[src/rtl/layer_serializer_if.sv]
// Bus between an upstream neuron layer, the serializer and the next layer.
// master: the side that drives neuron words/valids/clear and observes the stream.
// slave : the serializer itself.
interface layer_serializer_if #(
  parameter int numNeurons = 32,
  parameter int dataWidth  = 8
);
  localparam int idxWidth = $clog2(numNeurons);

  logic [numNeurons*dataWidth-1:0] neuronOuts;
  logic [numNeurons-1:0]           neuronOutValids;
  logic                            layerClear;
  logic [dataWidth-1:0]            dataOut;
  logic                            dataValid;
  logic                            busy;
  logic                            done;
  logic [idxWidth-1:0]             argmaxIdx;
  logic                            argmaxValid;

  modport master (
    output neuronOuts, neuronOutValids, layerClear,
    input  dataOut, dataValid, busy, done, argmaxIdx, argmaxValid
  );

  modport slave (
    input  neuronOuts, neuronOutValids, layerClear,
    output dataOut, dataValid, busy, done, argmaxIdx, argmaxValid
  );
endinterface

[src/rtl/layer_serializer.sv]
// layer_serializer: captures one word per neuron (first valid wins), then
// streams all captured words in index order, one per cycle, to the next layer.
// Optional feature macro SERIALIZER_ARGMAX_EN: tracks the index of the largest
// streamed word (unsigned, ties to lowest index); without it argmax ports are 0.
module layer_serializer #(
  parameter int numNeurons = 32,
  parameter int dataWidth  = 8
) (
  input logic               clk,
  input logic               reset,
  layer_serializer_if.slave bus
);
  localparam int idxWidth = $clog2(numNeurons);
  localparam int cntWidth = idxWidth + 1;
  localparam logic [cntWidth-1:0] LAST = cntWidth'(numNeurons);

  typedef enum logic [1:0] {S_IDLE, S_CAPTURE, S_STREAM, S_DONE} state_e;

  state_e                               state_q, state_d;
  logic [numNeurons-1:0]                mask_q, mask_d;
  logic [numNeurons-1:0][dataWidth-1:0] word_q, word_d;
  logic [cntWidth-1:0]                  cnt_q, cnt_d;
  logic [dataWidth-1:0]                 data_q, data_d;
  logic                                 valid_q, valid_d;
  logic                                 done_q, done_d;
  logic                                 cap_en;
  logic [dataWidth-1:0]                 cur_word;

  // cnt_q indexes the next element to emit; LAST means all have been emitted
  assign cur_word = word_q[cnt_q[idxWidth-1:0]];
  // Clear wins over capture at the same edge
  assign cap_en   = (state_q == S_IDLE || state_q == S_CAPTURE) && !bus.layerClear;

  // Next-state, capture and stream datapath
  always_comb begin
    state_d = state_q;
    mask_d  = mask_q;
    word_d  = word_q;
    cnt_d   = cnt_q;
    data_d  = data_q;
    valid_d = valid_q;
    done_d  = 1'b0;
    for (int i = 0; i < numNeurons; i++) begin
      if (cap_en && bus.neuronOutValids[i] && !mask_q[i]) begin
        word_d[i] = bus.neuronOuts[i*dataWidth +: dataWidth];
        mask_d[i] = 1'b1;
      end
    end
    case (state_q)
      S_IDLE: if (|bus.neuronOutValids) state_d = S_CAPTURE;
      S_CAPTURE: begin
        if (&mask_q) begin
          state_d = S_STREAM;
          data_d  = word_q[0];
          valid_d = 1'b1;
          cnt_d   = cntWidth'(1);
        end
      end
      S_STREAM: begin
        if (cnt_q == LAST) begin
          state_d = S_DONE;
          valid_d = 1'b0;
          done_d  = 1'b1;
        end else begin
          data_d = cur_word;
          cnt_d  = cnt_q + cntWidth'(1);
        end
      end
      default: ;
    endcase
    if (bus.layerClear) begin
      state_d = S_IDLE;
      mask_d  = '0;
      valid_d = 1'b0;
      done_d  = 1'b0;
    end
  end

  // Control/output registers; reset overrides everything including clear
  always_ff @(posedge clk) begin
    if (reset) begin
      state_q <= S_IDLE;
      mask_q  <= '0;
      cnt_q   <= '0;
      data_q  <= '0;
      valid_q <= 1'b0;
      done_q  <= 1'b0;
    end else begin
      state_q <= state_d;
      mask_q  <= mask_d;
      cnt_q   <= cnt_d;
      data_q  <= data_d;
      valid_q <= valid_d;
      done_q  <= done_d;
    end
  end

  // Capture buffer needs no reset: the mask alone says what is meaningful
  always_ff @(posedge clk) begin
    word_q <= word_d;
  end

  assign bus.dataOut   = data_q;
  assign bus.dataValid = valid_q;
  assign bus.done      = done_q;
  assign bus.busy      = (state_q == S_CAPTURE) || (state_q == S_STREAM);

`ifdef SERIALIZER_ARGMAX_EN
  logic [dataWidth-1:0] max_q, max_d;
  logic [idxWidth-1:0]  idx_q, idx_d;

  // Running maximum over emitted elements; strict compare keeps lowest index on ties
  always_comb begin
    max_d = max_q;
    idx_d = idx_q;
    if (state_q == S_CAPTURE && &mask_q) begin
      max_d = word_q[0];
      idx_d = '0;
    end else if (state_q == S_STREAM && cnt_q != LAST && cur_word > max_q) begin
      max_d = cur_word;
      idx_d = cnt_q[idxWidth-1:0];
    end
  end

  // Argmax registers
  always_ff @(posedge clk) begin
    if (reset) begin
      max_q <= '0;
      idx_q <= '0;
    end else begin
      max_q <= max_d;
      idx_q <= idx_d;
    end
  end

  assign bus.argmaxIdx   = idx_q;
  assign bus.argmaxValid = (state_q == S_DONE);
`else
  assign bus.argmaxIdx   = '0;
  assign bus.argmaxValid = 1'b0;
`endif
endmodule

[src/flat_wrapper.sv]
// flat-port wrapper written by rule: the top's interface ports become plain ports
module layer_serializer_flat 
#(
  parameter int numNeurons = 32,
  parameter int dataWidth  = 8
)
  (clk, reset, bus_neuronOuts, bus_neuronOutValids, bus_layerClear, bus_dataOut, bus_dataValid, bus_busy, bus_done, bus_argmaxIdx, bus_argmaxValid);
  layer_serializer_if #(.numNeurons(numNeurons), .dataWidth(dataWidth)) bus_i ();
  input logic clk;
  input logic reset;
  input wire logic [$bits(bus_i.neuronOuts)-1:0] bus_neuronOuts;
  input wire logic [$bits(bus_i.neuronOutValids)-1:0] bus_neuronOutValids;
  input wire logic [$bits(bus_i.layerClear)-1:0] bus_layerClear;
  output wire logic [$bits(bus_i.dataOut)-1:0] bus_dataOut;
  output wire logic [$bits(bus_i.dataValid)-1:0] bus_dataValid;
  output wire logic [$bits(bus_i.busy)-1:0] bus_busy;
  output wire logic [$bits(bus_i.done)-1:0] bus_done;
  output wire logic [$bits(bus_i.argmaxIdx)-1:0] bus_argmaxIdx;
  output wire logic [$bits(bus_i.argmaxValid)-1:0] bus_argmaxValid;
  assign bus_i.neuronOuts = bus_neuronOuts;
  assign bus_i.neuronOutValids = bus_neuronOutValids;
  assign bus_i.layerClear = bus_layerClear;
  assign bus_dataOut = bus_i.dataOut;
  assign bus_dataValid = bus_i.dataValid;
  assign bus_busy = bus_i.busy;
  assign bus_done = bus_i.done;
  assign bus_argmaxIdx = bus_i.argmaxIdx;
  assign bus_argmaxValid = bus_i.argmaxValid;
  layer_serializer #(.numNeurons(numNeurons), .dataWidth(dataWidth)) u_core (.clk(clk), .reset(reset), .bus(bus_i));
endmodule
[config.mk]
export PLATFORM = sky130hd
export DESIGN_NAME = layer_serializer_flat
export DESIGN_NICKNAME = d
export VERILOG_FILES = /design/src/rtl/layer_serializer_if.sv /design/src/rtl/layer_serializer.sv /design/src/flat_wrapper.sv
export SDC_FILE = /design/constraint.sdc
export NUM_CORES = 1
export LEC_CHECK = 0
export ABC_AREA = 1
export CAP_MARGIN = 0
export CORE_MARGIN = 2
export CORE_UTILIZATION = 35
export DETAILED_ROUTE_END_ITERATION = 10
export SYNTH_ARGS = -nofsm -noshare
export SYNTH_HDL_FRONTEND = slang
export SYNTH_SLANG_ARGS = --single-unit
export TNS_END_PERCENT = 1
[constraint.sdc]
create_clock -name clk -period 2.75 [get_ports clk]
set_input_delay 0.55 -clock clk [delete_from_list [all_inputs] [get_ports clk]]
set_output_delay 0.55 -clock clk [all_outputs]
set_load 0.02 [all_outputs]
==> results_dict.tcl <==
set metrics [dict create \
    rsz0062_at_grt "false" \
    ys_async_sr_fraction_pct 0 \
    ant_nets 0 \
    die_x_um 196 \
    firstDrtPassIters 7 \
    cts_tree "yes" \
    clk_latency_ps 510 \
    worstPathCellList "inv_1 > ha_1 > clkdlybuf4s50_1" \
    yosysMostFrequentCell "nand2_1" \
    root_buffer "clkbuf_16" \
    drv_slew 0 \
    grt-ovfl-total 0 \
    avgViaCountPerCell 4.77 \
    worst_slew_margin_rel_pct 46.1 \
    yosysUniqueCellTypes 29 \
    vias 9963 \
    synth_common_cells "412 x nand2_1, 256 x edfxtp_1, 138 x nor2_1, 137 x nand3_1, 76 x inv_1" \
    wirelength_mm 39.6 \
    post_cts_buffers 0 \
    drt_iter0_drc 621 \
    required_ps 2200 \
    hp-class "reg -> reg" \
    dr_wl_met2_mm 18.8 \
    numCtsBuffers 35 \
    gp_congestion 0.841 \
    io_pins 308 \
    grt_pass1_vias 10200 \
    cp_max_fo 3 \
    synth.top_cell.area_share_pct 59.3 \
    skew_ps 15.8 \
    ir_drop_mv 0.449 \
    seq_area_frac_synth_pct 67.0 \
    final_layout_size_suffix_gt1_share_pct 6.87 \
    fin_nets 1886 \
    track_usage_pct 20.3 \
    clk_pin_slew_worst_paths_ps 50 \
    wl_met1_mm 16.2 \
    dr_wl_met3_mm 3.06 \
    clk_path_buf_depth 3 \
    yosys.area.top_type "edfxtp_1" \
    cts_sinks 306 \
    ctsHtreeMaxLevel 2 \
    max_stage_delay_ps 670 \
    initial_utilization_pct 35.5 \
    worst_path_max_delay_cell "clkdlybuf4s50_1" \
    ys_seq_elements 306 \
    dpl.hpwl_mm 29.8 \
    post-route-period-util_pct 90.5 \
    synthToLayoutAreaGrowth_pct 36.6 \
    start_kind "flop" \
    syn_area_um2 13000 \
    die_area_um2 38600 \
    yosysWarnings 0 \
    grt_pass1_wl_mm 57.7 \
    hold_viol 0 \
    cts_resized 0 \
    antenna_found_initial 5 \
    ys.flop_type "edfxtp_1" \
    p_total_mw 12.4 \
    power.density_nw_per_um2 698 \
    core_um2 36500 \
    tns_ps 0 \
    crit_type "reg -> out" \
    setup-violations-final 0 \
    top_layer_used "met5" \
    max_cap_viol_count 0 \
    synth_edf_count 256 \
    grt_max_degree 144 \
    status "complete, no violations" \
    tightestPinTransition_ps 808 \
    rows 70 \
    worstPathArrival_ps 1940 \
    finalCriticalPeriod_ps 2490 \
    synth_area_leaders "edfxtp_1 59%, nand2_1 12%, dfxtp_1 7.7%" \
    wl_per_cell_um 19.0 \
    port_buffers 301 \
    die_h_um 196 \
    max_freq_mhz 402 \
    drc 0 \
    cp-end-kind "output port" \
    avgSynthCellArea_um2 10.3 \
    syn-instance-count 1265 \
    cts_hold_buf 0 \
    p_leak_nw 6.82 \
]
-- area by class of cell --
class                      count  area, um2
multi-input combinational    818       3570
tap                          468        586
clock inverter                15        178
fill                        3353      18800
inverter                      83        314
clock buffer                  48        987
timing repair buffer         346       3380
sequential                   306       8690
antenna                        3       7.51
-- metal layers --
layer  track usage (%)  up-vias
met2              34.1      396
met4              8.47        4
li1                  -     4858
met1              25.6     4621
met5                 0        -
met3              3.99       84
-- layout by cell type (no fill, tap or decap), types with 3 or more instances in the layout --
cell type and instances:
diode_2 3, ha_1 5, bufinv_16 4, a21oi_1 40, o21ai_1 13, nor2_1 137
clkinv_2 3, nand2_1 412, conb_1 6, clkinv_1 8, edfxtp_1 256, nand3_1 137
xor2_1 3, dfxtp_1 48, nor3_1 3, clkbuf_1 9, buf_4 43, inv_1 76
nor2_2 5, o21a_1 33, inv_2 3, o21ai_0 16, clkdlybuf4s50_1 301, clkbuf_16 37
-- metrics by stage --
stage                     hold WS (ps)  utilization [%]  area (um2)  setup slack (ps)  std cells
after floorplan                    457                -       13000               771       1270
after global placement             449             45.3       16500               473       2021
after detailed placement           455             45.3       16500               439       2021
after CTS                          463             48.5       17700               215       2084
after global routing               478             48.5       17700               207       2086
final                              465             48.5       17700               261       2087
-- report_power, final --
part	switching (mW)	total, mW	internal, mW
Combinational	1.27	2.12	0.846
Sequential	0.107	5.55	5.44
Clock	1.81	4.70	2.89
Total	3.19	12.4	9.17
-- worst paths after layout --
| check | slack (ps) | from | cells after the start | endpoint |
|---|---|---|---|---|
| worst max-delay path | 260 | u_core.state_q[0] | 3 | bus_busy |
| worst min-delay path | 460 | u_core.bus.dataValid | 2 | u_core.bus.dataValid |
| worst max register to register | 640 | u_core.state_q[1] | 7 | u_core.word_q[110] |
| worst min register to register | 460 | u_core.bus.dataValid | 2 | u_core.bus.dataValid |
-- worst max-delay path, delay by kind of cell (launching register included) --
family	cells	cell delay, ps
fa+ha+maj	1	330
flops	1	360
buf+inv	2	750
-- state kept, by name (all words and copies together), names as in the netlist --
signal / cells
u_core.bus.dataOut: 8
u_core.word_q: 256
u_core.bus.dataValid: 1
u_core.cnt_q: 6
u_core.mask_q: 32
u_core.bus.done: 1
u_core.state_q: 2
-- cell families (layout without fill, tap and decap cells) --
group,count (synthesis),count (layout),synth area share [%]
simple gates,700,700,21.9
flops,306,306,67.0
buf+inv,146,492,5.69
compound gates,104,104,4.71
fa+ha+maj,5,5,0.482
xor+xnor,3,3,0.203
other cells,1,9,0.0289
Power figures use the tool's default switching activity.
